===== src/rtl/hazard_ctrl.sv =====
// ============================================================================
// Module   : hazard_ctrl
// Purpose  : Pipeline hazard controller: load-use stall, taken-branch flush,
//            instruction-fetch wait. Optional HAZARD_PERF_CNT_EN adds stall_cnt.
// Revision : 1.0
// ============================================================================
`default_nettype none

module hazard_ctrl #(
    parameter int BRANCH_PENALTY = 1
) (
    input  logic        clk,
    input  logic        rst_n,
    input  logic [4:0]  id_rs,
    input  logic [4:0]  id_rt,
    input  logic        id_uses_rt,
    input  logic        ex_mem_read,
    input  logic [4:0]  ex_rt,
    input  logic        branch_taken,
    input  logic        imem_ready,
    output logic        pc_write,
    output logic        if_id_write,
    output logic        if_id_flush,
    output logic        id_ex_bubble,
    output logic [1:0]  state
`ifdef HAZARD_PERF_CNT_EN
    ,
    output logic [31:0] stall_cnt
`endif
);

    typedef enum logic [1:0] {
        ST_RUN     = 2'd0,
        ST_FLUSH   = 2'd1,
        ST_IWAIT   = 2'd2,
        ST_ILLEGAL = 2'd3
    } state_t;

    // Cycles still owed after the branch cycle itself.
    localparam logic [2:0] c_reload_cnt = 3'(BRANCH_PENALTY - 1);

    state_t     state_q;
    state_t     state_d;
    logic [2:0] cnt_q;
    logic [2:0] cnt_d;
    logic       w_load_use;

    assign w_load_use = ex_mem_read && (ex_rt != 5'd0) &&
                        ((ex_rt == id_rs) || (id_uses_rt && (ex_rt == id_rt)));

    always_comb begin
        state_d      = state_q;
        cnt_d        = cnt_q;
        pc_write     = 1'b1;
        if_id_write  = 1'b1;
        if_id_flush  = 1'b0;
        id_ex_bubble = 1'b0;

        if (!rst_n) begin
            pc_write     = 1'b0;
            if_id_flush  = 1'b1;
            id_ex_bubble = 1'b1;
            state_d      = ST_RUN;
            cnt_d        = 3'd0;
        end else if (branch_taken) begin
            // A branch during FLUSH restarts the penalty rather than adding to it.
            if_id_flush  = 1'b1;
            id_ex_bubble = 1'b1;
            cnt_d        = c_reload_cnt;
            state_d      = (BRANCH_PENALTY > 1) ? ST_FLUSH : ST_RUN;
        end else begin
            case (state_q)
                ST_RUN: begin
                    if (w_load_use) begin
                        pc_write     = 1'b0;
                        if_id_write  = 1'b0;
                        id_ex_bubble = 1'b1;
                    end else if (!imem_ready) begin
                        pc_write    = 1'b0;
                        if_id_flush = 1'b1;
                        state_d     = ST_IWAIT;
                    end
                end
                ST_FLUSH: begin
                    if_id_flush = 1'b1;
                    pc_write    = imem_ready;
                    if (cnt_q <= 3'd1) begin
                        state_d = ST_RUN;
                        cnt_d   = 3'd0;
                    end else begin
                        cnt_d = 3'(cnt_q - 3'd1);
                    end
                end
                ST_IWAIT: begin
                    // ID holds a NOP here, so load-use is not considered.
                    if (!imem_ready) begin
                        pc_write    = 1'b0;
                        if_id_flush = 1'b1;
                    end else begin
                        state_d = ST_RUN;
                    end
                end
                default: begin
                    pc_write     = 1'b0;
                    if_id_flush  = 1'b1;
                    id_ex_bubble = 1'b1;
                    state_d      = ST_RUN;
                    cnt_d        = 3'd0;
                end
            endcase
        end
    end

    always_ff @(posedge clk or negedge rst_n) begin
        if (!rst_n) begin
            state_q <= ST_RUN;
            cnt_q   <= 3'd0;
        end else begin
            state_q <= state_d;
            cnt_q   <= cnt_d;
        end
    end

    assign state = state_q;

`ifdef HAZARD_PERF_CNT_EN
    logic [31:0] stall_cnt_q;
    logic [31:0] stall_cnt_d;

    always_comb begin
        stall_cnt_d = stall_cnt_q;
        if ((!pc_write || if_id_flush) && (stall_cnt_q != 32'hFFFF_FFFF)) begin
            stall_cnt_d = stall_cnt_q + 32'd1;
        end
    end

    always_ff @(posedge clk or negedge rst_n) begin
        if (!rst_n) begin
            stall_cnt_q <= 32'd0;
        end else begin
            stall_cnt_q <= stall_cnt_d;
        end
    end

    assign stall_cnt = stall_cnt_q;
`endif

endmodule

`default_nettype wire


===== config.mk =====
export PLATFORM = sky130hd
export DESIGN_NAME = hazard_ctrl
export DESIGN_NICKNAME = d
export VERILOG_FILES = /design/src/rtl/hazard_ctrl.sv
export SDC_FILE = /design/constraint.sdc
export NUM_CORES = 1
export LEC_CHECK = 0
export BUFFER_PORTS_ARGS = -buffer_cell sky130_fd_sc_hd__buf_4
export CAP_MARGIN = 20
export CORE_AREA = 2 2 39 41
export DETAILED_ROUTE_END_ITERATION = 6
export DIE_AREA = 0 0 41 43
export HOLD_SLACK_MARGIN = 0.15
export PLACE_DENSITY = 0.54
export SLEW_MARGIN = 40
export SYNTH_ARGS = -nofsm -noshare
export SYNTH_HDL_FRONTEND = slang
export SYNTH_SLANG_ARGS = --single-unit

===== constraint.sdc =====
create_clock -name clk -period 3 [get_ports clk]
set_input_delay 0.3 -clock clk [delete_from_list [all_inputs] [get_ports clk]]
set_output_delay 0.3 -clock clk [all_outputs]
set_load 0.005 [all_outputs]

==> impl_metrics.tcl <==
set metrics [dict create \
    grt_max_degree 6 \
    postSynthAreaPerCell_sq_um 7.39 \
    die_w_um 41 \
    cp.required_ns 2.70 \
    tns_ns 0 \
    dp_hpwl_um 565 \
    cap_violations 0 \
    dr.pass1.iters 3 \
    setup_viol 0 \
    hold_slack_ns 0.468 \
    fin_skew_ns 0 \
    vias 296 \
    p_per_area_nw_per_um2 156 \
    wl_per_cell_um 8.38 \
    dpl_worst_slack_ns 1.17 \
    die_area_sq_um 1760 \
    io_pins 27 \
    status "completed" \
    clock_power_share_pct 0 \
    core_area_sq_um 1380 \
    row_count 14 \
    post-synth-top-area-fraction_pct 37.0 \
    internal_power_mw 0.0493 \
    cp.arrival_ns 1.54 \
    p_sw_mw 0.0204 \
    synthDistinctLibCells 20 \
    largest_reg_flops 1 \
    synthToLayoutAreaGrowth_pct 88.9 \
    synthesis.nets 53 \
    synth_area_leaders "xnor2_1, dfrtp_1, a211oi_2" \
    track_usage_pct 7.21 \
    place.gp.congestion 0.538 \
    min_path_type "in -> reg" \
    async_reset_ff_share_pct 100 \
    die_h_um 43 \
    synth-seq-area-share_pct 10.6 \
    num-nets-final 80 \
    path_clk_slew_ns 0 \
    diodes 0 \
    initial_core_util_pct 17.1 \
    yosysMostFrequentCell "xnor2_1" \
    grt_pass1_vias 285 \
    path_max_fanout 3 \
    synth-edff-count 0 \
    synth_common_cells "xnor2_1, nand2_1, nor2_1" \
    antenna_left 0 \
    gr-total-overflow 0 \
    synth_warnings 0 \
    power_leakage_nw 0.202 \
    fillCellCount 161 \
    post_cts_buffers 0 \
    startpoint_type "input pin" \
    drive_above_1_share_pct 50.9 \
    synth_area_leader_cell "xnor2_1" \
    slew_violations 0 \
    max_freq_ghz 0.544 \
    clock_latency_ns 0 \
    timing.final.crit_share_pct 61.2 \
    fin_crit_ns 1.84 \
    final_hold_viol_count 0 \
    grt_antenna_before_repair 0 \
    drt-total-wl_um 612 \
    drt_iter0_drc 2 \
    port_buffers 25 \
    vdd_ir_drop_max_uv 85.2 \
    netlist_area_sq_um 236 \
    remaining_drc_errors 0 \
    synthesis.instances 32 \
    end_kind "primary output" \
    pwr-share-comb_pct 79.1 \
    seq_power_share_pct 20.9 \
    ys_ff_latch 1 \
    layout_setup_ws_ns 1.16 \
    grt_pass1_wl_um 952 \
    crit_type "in -> out" \
    synth_top_flop_cell "dfrtp_1" \
    p_sw_share_pct 29.3 \
    grt_setup_unrepaired "no" \
    viasPerCell 4.05 \
]
-- power by group through the flow --
stage | Sequential [mW] | Clock, mW | Combinational (mW)
after floorplan | 0.0146 | 0 | 0.0241
after global placement | 0.0146 | 0 | 0.0548
after detailed placement | 0.0146 | 0 | 0.0549
after CTS | 0.0146 | 0 | 0.0561
after global routing | 0.0146 | 0 | 0.0616
final | 0.0146 | 0 | 0.0551
-- metal layers --
metal / vias up / part of all wire, % / track usage, % / wire [um]
li1: 158 / - / - / -
met1: 122 / 36 / 7.32 / 218
met2: 16 / 51 / 15.0 / 315
met3: 0 / 13 / 0.524 / 78
met4: 0 / 0 / 0 / 0
met5: - / 0 / 0 / 0
-- area by class of cell --
| class | count | area (sq um) | share of cell area, % |
|---|---|---|---|
| timing repair buffer | 26 | 198 | 44.3 |
| multi-input combinational | 28 | 196 | 44.0 |
| sequential | 1 | 25.0 | 5.60 |
| tap | 16 | 20.0 | 4.48 |
| inverter | 2 | 7.51 | 1.68 |
-- placed cells by master, fill, tap and decap left out, types with 2 or more instances in the layout --
cell type | netlist | final
xnor2_1 | 10 | 10
buf_4 | 1 | 25
nor2_1 | 2 | 2
nand2_1 | 3 | 3
-- worst max-delay path, stage by stage --
cell and delay, ns:
buf_4 0.12, or4_1 0.54, o21ai_2 0.19, inv_2 0.06
a21o_2 0.20, buf_4 0.13
-- cell families after synthesis --
kind of cell / synth area share, %
XOR/XNOR: 37.0
buffers and inverters: 6.35
flip-flops: 10.6
AND/OR/NAND/NOR: 21.2
other: 1.59
AO/OA/AOI/OAI: 23.3
-- what timing repair did --
action | CTS | global route
hold buffers | 1 | 0
gates resized for setup | 0 | 0
endpoints found under the hold margin | 1 | 0
-- through the flow --
stage / instance area [sq um] / util (%) / power, mW / instances
final: 447 / 32.3 / 0.0696 / 73
after CTS: 447 / 32.3 / 0.0707 / 73
after global placement: 437 / 31.6 / 0.0694 / 72
after floorplan: 236 / - / 0.0387 / 32
after detailed placement: 437 / 31.6 / 0.0694 / 72
after global routing: 447 / 32.3 / 0.0762 / 73
-- worst paths after layout --
path / start / end / slack (ns) / depth (start not counted)
setup reg to reg: state[1] / state[1] / 2.14 / 4
hold / removal: imem_ready / state[1] / 0.47 / 2
min in group asynchronous: rst_n / state[1] / 0.62 / 2
max in group asynchronous: rst_n / state[1] / 2.29 / 2
setup / recovery: ex_rt[3] / id_ex_bubble / 1.16 / 6
hold reg to reg: state[1] / state[1] / 0.75 / 4
Power figures use the tool's default switching activity.
